[config.mk]
export PLATFORM = sky130hd
export DESIGN_NAME = image_morph_filter
export DESIGN_NICKNAME = d
export VERILOG_FILES = /design/src/rtl/image_morph_filter.sv
export SDC_FILE = /design/constraint.sdc
export NUM_CORES = 1
export LEC_CHECK = 0
export CORE_ASPECT_RATIO = 0.8
export CORE_MARGIN = 10
export CORE_UTILIZATION = 45
export CTS_BUF_LIST = sky130_fd_sc_hd__clkbuf_16
export DETAILED_ROUTE_END_ITERATION = 16
export PLACE_DENSITY = 0.58
export SYNTH_ARGS = -nofsm -noshare
export SYNTH_HDL_FRONTEND = slang
export SYNTH_SLANG_ARGS = --single-unit
[constraint.sdc]
create_clock -name clk_i -period 31.9 [get_ports clk_i]
set_input_delay 9.57 -clock clk_i [delete_from_list [all_inputs] [get_ports clk_i]]
set_output_delay 9.57 -clock clk_i [all_outputs]
set_load 0.03 [all_outputs]
[src/rtl/image_morph_filter.sv]
// image_morph_filter: thresholds pixels to one bit and applies a causal KSIZE x KSIZE
// bypass/erode/dilate/gradient with line buffers and neutral border padding.
module image_morph_filter #(
   parameter int KSIZE  = 3,
   parameter int IMG_W  = 640,
   parameter int DW     = 8,
   parameter int THRESH = 128
) (
   input  logic          clk_i,
   input  logic          a_rst_i,
   input  logic          i_hsyn,
   input  logic          i_vsyn,
   input  logic          i_en,
   input  logic [DW-1:0] i_binary,
   input  logic [1:0]    i_mode,
   output logic          o_hs,
   output logic          o_vs,
   output logic          o_en,
   output logic [DW-1:0] o_binary
);
   localparam int CW = $clog2(IMG_W + 1);
   localparam int AW = $clog2(IMG_W);
   localparam int RW = $clog2(KSIZE);
   localparam int N  = KSIZE * KSIZE;

   logic [1:0]       mode, mode_a, mode_b;
   logic [CW-1:0]    col;
   logic [RW-1:0]    row, row_eff;
   logic [AW-1:0]    addr;
   logic [2:0]       hs_p, vs_p, en_p;
   logic             vs_d, rise, ovl, ovl_a, ovl_b, fg, first_a, ero, dil;
   logic [KSIZE-1:0] bits, bits_a, rowv, rowv_a;
   logic [DW-1:0]    raw_a, raw_b;
   logic [N-1:0]     win, vld;
   logic [IMG_W-1:0] lb [KSIZE-1];

   assign rise    = i_vsyn && !vs_d;
   assign row_eff = i_vsyn ? '0 : row;
   assign ovl     = col >= CW'(IMG_W);
   assign addr    = col[AW-1:0];
   assign fg      = i_binary >= DW'(THRESH);
   assign ero     = &(win | ~vld);
   assign dil     = |(win & vld);
   assign o_hs    = hs_p[2];
   assign o_vs    = vs_p[2];
   assign o_en    = en_p[2];

   // bit k of the column vector is input row r-k; rows above the frame are marked invalid
   always_comb begin
      bits    = '0;
      rowv    = '0;
      bits[0] = fg;
      rowv[0] = 1'b1;
      for (int k = 1; k < KSIZE; k++) begin
         bits[k] = !ovl && lb[k-1][addr];
         rowv[k] = row_eff >= RW'(k);
      end
   end

   always_ff @(posedge clk_i)
      if (i_en && !ovl) begin
         lb[0][addr] <= fg;
         for (int k = 1; k < KSIZE - 1; k++) lb[k][addr] <= lb[k-1][addr];
      end

   always_ff @(posedge clk_i or posedge a_rst_i)
      if (a_rst_i) begin
         hs_p     <= '0;
         vs_p     <= '0;
         en_p     <= '0;
         vs_d     <= 1'b0;
         mode     <= 2'b01;
         mode_a   <= 2'b01;
         mode_b   <= 2'b01;
         col      <= '0;
         row      <= '0;
         bits_a   <= '0;
         rowv_a   <= '0;
         first_a  <= 1'b0;
         ovl_a    <= 1'b0;
         ovl_b    <= 1'b0;
         raw_a    <= '0;
         raw_b    <= '0;
         win      <= '0;
         vld      <= '0;
         o_binary <= '0;
      end else begin
         hs_p    <= {hs_p[1:0], i_hsyn};
         vs_p    <= {vs_p[1:0], i_vsyn};
         en_p    <= {en_p[1:0], i_en};
         vs_d    <= i_vsyn;
         mode    <= rise ? i_mode : mode;
         col     <= !i_en ? '0 : ovl ? col : col + 1'b1;
         row     <= i_vsyn ? '0 : (en_p[0] && !i_en && row < RW'(KSIZE - 1)) ? row + 1'b1 : row;
         mode_a  <= rise ? i_mode : mode;
         bits_a  <= bits;
         rowv_a  <= rowv;
         first_a <= col == '0;
         ovl_a   <= ovl;
         raw_a   <= i_binary;
         mode_b  <= mode_a;
         ovl_b   <= ovl_a;
         raw_b   <= raw_a;
         // a new line invalidates the columns left over from the previous line
         if (en_p[0])
            for (int k = 0; k < KSIZE; k++) begin
               win[k*KSIZE +: KSIZE] <= {win[k*KSIZE +: KSIZE-1], bits_a[k]};
               vld[k*KSIZE +: KSIZE] <= {vld[k*KSIZE +: KSIZE-1] & {(KSIZE-1){!first_a}}, rowv_a[k]};
            end
         o_binary <= (!en_p[1] || ovl_b) ? '0 : mode_b == 2'b00 ? raw_b :
                     {DW{mode_b == 2'b01 ? ero : mode_b == 2'b10 ? dil : dil && !ero}};
      end
endmodule

==> flow_metrics.env, run 1 <==
export IMPL_status="finished clean"
export IMPL_ys_types=70
export IMPL_switching_power_uw=867
export IMPL_wl_per_cell_microns=31.1
export IMPL_cts_tree="yes"
export IMPL_fin_tns_setup_ns=0
export IMPL_skew_ns=0.0316
export IMPL_avgSynthCellArea_sq_um=15.7
export IMPL_nets=3529
export IMPL_p_leak_nw=18.8
export IMPL_clkTransAtPathRegs_ns=0.06
export IMPL_maxCapViolCount=0
export IMPL_multi_input_area_sq_um=13400
export IMPL_insertion_delay_ns=0.77
export IMPL_place_port_buffers=25
export IMPL_initial_core_util_pct=45.4
export IMPL_power_total_mw=3.83
export IMPL_synth_seq_area_share_pct=73.5
export IMPL_fin_crit_sh_pct=38.7
export IMPL_synth_seq_cells=1356
export IMPL_mappedNetlistArea_sq_um=54900
export IMPL_drc_errors=0
export IMPL_antenna_left=0
export IMPL_grt_overflow_total=0
export IMPL_seqPwrFrac_pct=52.4
export IMPL_die_h_microns=332
export IMPL_gp_congestion=0.852
export IMPL_post_cts_resized=0
export IMPL_synth_warnings=0
export IMPL_synth_top_area_share_pct=70.0
export IMPL_postSynthCellCount=3501
export IMPL_vias=32200
export IMPL_synth_commonest_cells="1280 x edfxtp_1, 696 x nor2_1, 454 x mux2i_1"
export IMPL_cp_buffers_inverters=3
export IMPL_worst_ir_drop_vdd_v=0.0000670
export IMPL_cts_max_path_buffers=3
export IMPL_hold_class="flip-flop to flip-flop"
export IMPL_crit_chain="clkdlybuf4s50_1, inv_1, nor2_2, buf_4, nand3_1, nor2_1"
export IMPL_synth_area_leaders="edfxtp_1 70%, mux2i_1 8.3%, nor2_1 4.8%, mux4_2 3.6%, dfrtp_1 3.4%"
export IMPL_rows=114
export IMPL_reg2reg_to="lb[0][919]"
export IMPL_viasPerCell=6.15
export IMPL_pwr_share_clk_pct=40.9
export IMPL_cp_max_fo=35
export IMPL_numCtsBuffers=137
export IMPL_io_pins=26
export IMPL_antenna_found_initial=9
export IMPL_critPathKind="input port to flip-flop"
export IMPL_area_sequential_sq_um=40400
export IMPL_dieArea_sq_um=136000
export IMPL_max_stage_delay_ns=1.01
export IMPL_synth_area_leader_cell="edfxtp_1"
export IMPL_syn_nets=3520
export IMPL_maxSlewHeadroom_pct=13.5
export IMPL_syn2layout_area_growth_pct=11.5
export IMPL_crit_path_start_kind="input port"
export IMPL_hpwlAfterDp_mm=98.1
export IMPL_grt_pass1_vias=31100
export IMPL_pwr_density_cell_nw_per_um2=62.5
export IMPL_slew_violations=0
export IMPL_core_area_sq_um=121000
export IMPL_r2r_start="addr[1]"
export IMPL_slowest_stage="nand3_1"
export IMPL_hold_depth=0
export IMPL_grt_max_degree=263
export IMPL_post_cts_setup_buffer_count=0
export IMPL_dp_cells=4995
export IMPL_rsz0062_at_grt="false"
export IMPL_hold_start="raw_a[4]"
export IMPL_hold_buffers=0
export IMPL_wirelength_mm=163
export IMPL_hold_end="raw_b[4]"
export IMPL_p_int_mw=2.96
export IMPL_combPwrFrac_pct=6.7
export IMPL_clock_sinks=1356
export IMPL_r2r_slack_ns=25.09
export IMPL_final_cells=5244
export IMPL_h_tree_depth=4
export IMPL_grt_pass1_wl_mm=230
export IMPL_critPathTopFamily="simple AND/OR/NAND/NOR gates"
export IMPL_drtIter0Drc=4702
export IMPL_fin_crit_ns=12.34
export IMPL_cp_arrival_ns=12.76
export IMPL_end_kind="flip-flop"
export IMPL_synth_edf_count=1280
export IMPL_hold_viol=0
export IMPL_n_fill_cell=10300
export IMPL_drive_gt1_share_pct=11.8
export IMPL_grt_total_usage_pct=23.3
export IMPL_setup_violations=0
export IMPL_fp_dieW_microns=411
export IMPL_fmax_mhz=81.0
export IMPL_tightest_slew_ns=1.29
export IMPL_root_buffer="clkbuf_16"
export IMPL_reg2reg_depth=11
export IMPL_synth_flop_cell="edfxtp_1"
export IMPL_required_ns=32.32
export IMPL_drt_pass1_iterations=5
export IMPL_p_sw_share_pct=22.6
export IMPL_synth_async_reset_ratio_pct=5.60
export IMPL_yosysMostFrequentCell="edfxtp_1"
[metrics by stage]
stage          instance area (sq um)  util [%]  hold WS (ns)  setup slack [ns]
2_1_floorplan                  54900         -         0.331             10.58
3_3_place_gp                   56900      47.0         0.333             19.06
3_5_place_dp                   56900      47.0         0.336             18.91
4_1_cts                        61200      50.6         0.348             19.72
5_1_grt                        61200      50.6         0.356             19.48
6_report                       61200      50.6         0.345             19.56
[flip-flops by register name, indices dropped and copies added (netlist names), 8 cells and up]
register / count
addr: 10
raw_a: 8
vld: 9
lb: 1280
raw_b: 8
o_binary: 8
win: 9
[kinds of logic (layout without fill, tap and decap cells)]
kind of cell               after synthesis  after routing  synth area share [%]
buffers and inverters                  271            389                  2.30
other                                    1              2               0.00683
AOI/OAI and AO/OA                      335            335                  3.95
and+or+nand+nor                        958            958                  7.46
DFF                                   1356           1356                  73.5
adders and majority gates                4              4                0.0912
muxes                                  567            567                  12.6
xor gates and xnor gates                 9              9                 0.144
[placed cells by master (no fill, tap or decap), types with 9 or more instances in the layout]
cell type | synthesis | final
mux2i_1 | 454 | 454
nand3b_1 | 10 | 10
mux4_2 | 88 | 88
clkinv_1 | 0 | 28
mux2_2 | 19 | 19
nor4_1 | 42 | 42
o21a_1 | 9 | 9
a21oi_1 | 19 | 19
a31oi_1 | 15 | 15
edfxtp_1 | 1280 | 1280
inv_1 | 20 | 50
clkinv_2 | 0 | 25
nor2_1 | 696 | 695
buf_4 | 12 | 90
nand4_1 | 9 | 9
o21ai_0 | 24 | 24
clkbuf_16 | 0 | 143
dfrtp_1 | 74 | 69
a22oi_1 | 16 | 16
nand3_1 | 49 | 44
clkdlybuf4s50_1 | 0 | 24
bufinv_16 | 0 | 9
nand2_1 | 84 | 84
o22ai_1 | 214 | 214
nor3_1 | 12 | 11
[worst max-delay path by stage]
stage / to / cells past startpoint / startpoint
5_1_grt: lb[0][872] / 6 / i_en
2_1_floorplan: lb[0][0] / 1 / i_binary[7]
3_5_place_dp: lb[0][1070] / 6 / i_en
4_1_cts: lb[0][398] / 6 / i_en
6_report: lb[0][936] / 6 / i_en
3_3_place_gp: lb[0][1142] / 6 / i_en
[worst register-to-register path: cells and delay by family, from the launching register on]
family | cells | cell delay [ns]
AO/OA/AOI/OAI | 3 | 1.54
flip-flops | 1 | 0.82
buffers and inverters | 4 | 2.29
multiplexers | 1 | 0.66
AND/OR/NAND/NOR | 3 | 0.92
[power by group through the flow]
stage               Combinational (mW)  Clock [mW]  Sequential [mW]
floorplan                        0.164           0             2.11
detailed placement               0.256           0             2.04
CTS                              0.257        1.58             2.00
global placement                 0.256           0             2.04
global route                     0.271        1.66             2.00
finish                           0.257        1.57             2.00
[layer usage]
| metal | share of wire, % | wire length, microns | track usage (%) |
|---|---|---|---|
| met5 | 0.016 | 26 | 0 |
| met4 | 2.8 | 4590 | 7.51 |
| met3 | 11 | 17800 | 5.15 |
| met2 | 43 | 70100 | 33.0 |
| met1 | 43 | 70300 | 35.4 |
[cell type report]
class	instances	share of cell area, %
sequential	1356	65.9
multi-input combinational	1874	21.8
clock buffer	143	5.85
tap	1624	3.32
timing repair buffer	121	1.72
clock inverter	105	1.22
inverter	20	0.125
antenna	1	0.00409
Power figures use the tool's default switching activity.
==> inputs of run 2 (changes only) <==
==> constraint.sdc (replaced) <==
create_clock -name clk_i -period 11.5 [get_ports clk_i]
set_input_delay 3.45 -clock clk_i [delete_from_list [all_inputs] [get_ports clk_i]]
set_output_delay 3.45 -clock clk_i [all_outputs]
set_load 0.03 [all_outputs]
==> run 2 against run 1 <==
  * Clock skew grew 0.00076 ns
  * Combinational power grew to 2.8 times the previous value
  * First-iteration DRC count shrank 2.3%
  * Worst setup slack lost 15 ns
  * Non-clock buffer count grew 3
  * Register-to-register slack lost 20 ns
  * Die area is the same
  * Count of clock-buffer cells in the layout grew 2
  * Total power grew to 2.7 times the previous value
  * Critical path type unchanged
  * Largest power group unchanged
  * Critical endpoint is now lb[0][412]
  * Wire length grew 0.23%
  * Sequential cell count is the same
==> flow_metrics.env, run 2 (synthesized netlist as in run 1, its figures left out) <==
export IMPL_gp_congestion=0.837
export IMPL_antenna_found_initial=11
export IMPL_drtIter0Drc=4595
export IMPL_dieArea_sq_um=136000
export IMPL_grt_max_degree=226
export IMPL_grt_total_usage_pct=23.4
export IMPL_fp_dieW_microns=411
export IMPL_post_dp_cell_area_sq_um=56900
export IMPL_hpwlAfterDp_mm=99.6
export IMPL_core_area_sq_um=121000
export IMPL_dp_cells=4998
export IMPL_largest_reg_flops=1280
export IMPL_reg2reg_to="lb[0][851]"
export IMPL_clock_sinks=1356
export IMPL_nets=3532
export IMPL_p_leak_nw=18.7
export IMPL_most_common_layout_cells="1280 x edfxtp_1, 695 x nor2_1, 454 x mux2i_1"
export IMPL_crit_end="lb[0][412]"
export IMPL_whs_ns=0.347
export IMPL_maxCapViolCount=0
export IMPL_critPathKind="input port to flip-flop"
export IMPL_hold_class="flip-flop to flip-flop"
export IMPL_post_cts_resized=0
export IMPL_viasPerCell=6.14
export IMPL_vias=32100
export IMPL_cp_arrival_ns=6.94
export IMPL_post_cts_setup_buffer_count=0
export IMPL_wl_per_cell_microns=31.2
export IMPL_final_core_util_pct=50.5
export IMPL_startpoint="i_en"
export IMPL_rsz0062_at_grt="false"
export IMPL_cts_tree="yes"
export IMPL_r2r_slack_ns=5.01
export IMPL_tightest_slew_ns=1.24
export IMPL_wirelength_mm=163
export IMPL_numCtsBuffers=137
export IMPL_drc_errors=0
export IMPL_final_cells=5235
export IMPL_cp_max_fo=35
export IMPL_crit_path_start_kind="input port"
export IMPL_worst_ir_drop_vdd_v=0.000117
export IMPL_n_fill_cell=10200
export IMPL_drive_gt1_share_pct=11.6
export IMPL_fmax_mhz=154
export IMPL_io_pins=26
export IMPL_root_buffer="clkbuf_16"
export IMPL_grt_pass1_vias=31100
export IMPL_end_kind="flip-flop"
export IMPL_rows=114
export IMPL_layout_setup_ws_ns=4.99
export IMPL_power_total_mw=10.5
export IMPL_drt_pass1_iterations=6
export IMPL_cts_max_path_buffers=3
export IMPL_regMostFlops="lb"
export IMPL_hold_start="raw_a[7]"
export IMPL_slew_violations=0
export IMPL_required_ns=11.93
export IMPL_grt_pass1_wl_mm=230
export IMPL_reg2reg_depth=11
export IMPL_fin_tns_setup_ns=0
export IMPL_r2r_start="addr[3]"
export IMPL_antenna_left=0
export IMPL_syn2layout_area_growth_pct=11.2
export IMPL_pre_cts_slack_ns=3.69
export IMPL_hold_viol=0
export IMPL_die_h_microns=332
export IMPL_grt_overflow_total=0
export IMPL_insertion_delay_ns=0.78
export IMPL_hold_buffers=0
export IMPL_fin_crit_sh_pct=56.6
export IMPL_fin_crit_ns=6.51
export IMPL_status="finished clean"
export IMPL_pwr_density_cell_nw_per_um2=172
export IMPL_clkTransAtPathRegs_ns=0.06
export IMPL_h_tree_depth=4
export IMPL_place_port_buffers=25
export IMPL_setup_violations=0
export IMPL_initial_core_util_pct=45.4
export IMPL_maxSlewHeadroom_pct=17.3
export IMPL_skew_ns=0.0323
export IMPL_fin_area_sq_um=61100
export IMPL_layout_commonest_cell="edfxtp_1"
-- run 2: cell count changes in the layout (fill, tap and decap cells not counted), moves of 2 or more --
cell        delta
a2111oi_0      -2
a2111oi_2      +2
buf_4          +4
bufinv_16      -5
clkbuf_16      +2
clkinv_1       +3
clkinv_2       -6
clkinvlp_4     -2
inv_1          -3
nand3_1        +3
nand3_2        -3
-- run 2: layer usage --
metal | up-vias | track usage, % | part of all wire, %
li1 | 13500 | - | -
met1 | 16600 | 34.9 | 43
met2 | 1842 | 33.1 | 43
met3 | 283 | 6.33 | 12
met4 | 0 | 7.42 | 3.0
met5 | - | 0 | 0
-- run 2: report_power, final --
| part | internal, mW | switching, mW | leakage, nW | total, mW |
|---|---|---|---|---|
| clock | 2.35 | 1.86 | 2.15 | 4.21 |
| combinational | 0.229 | 0.494 | 4.08 | 0.723 |
| sequential | 5.53 | 0.0269 | 12.5 | 5.56 |
-- run 2: how the worst min path moves through the flow --
stage / to / slack [ns] / cells after the start
2_1_floorplan: hs_p[1] / 0.33 / 0
3_5_place_dp: raw_b[7] / 0.33 / 0
5_1_grt: raw_b[5] / 0.35 / 0
4_1_cts: vs_p[2] / 0.35 / 0
3_3_place_gp: ovl_b / 0.33 / 0
6_report: raw_b[7] / 0.35 / 0
-- run 2: final cells by class --
| class | instances | area, sq um | area share [%] |
|---|---|---|---|
| clock buffer | 145 | 3630 | 5.94 |
| tap | 1624 | 2030 | 3.33 |
| clock inverter | 91 | 539 | 0.883 |
| multi-input combinational | 1874 | 13400 | 21.9 |
| inverter | 20 | 76.3 | 0.125 |
| antenna | 1 | 2.50 | 0.00410 |
| timing repair buffer | 124 | 1060 | 1.74 |
| sequential | 1356 | 40400 | 66.1 |
-- run 2: critical path: stages --
cell             delay [ns]
clkdlybuf4s50_1        0.76
inv_1                  0.36
nor2_4                 0.75
nand3_2                1.06
nor2_1                 0.52
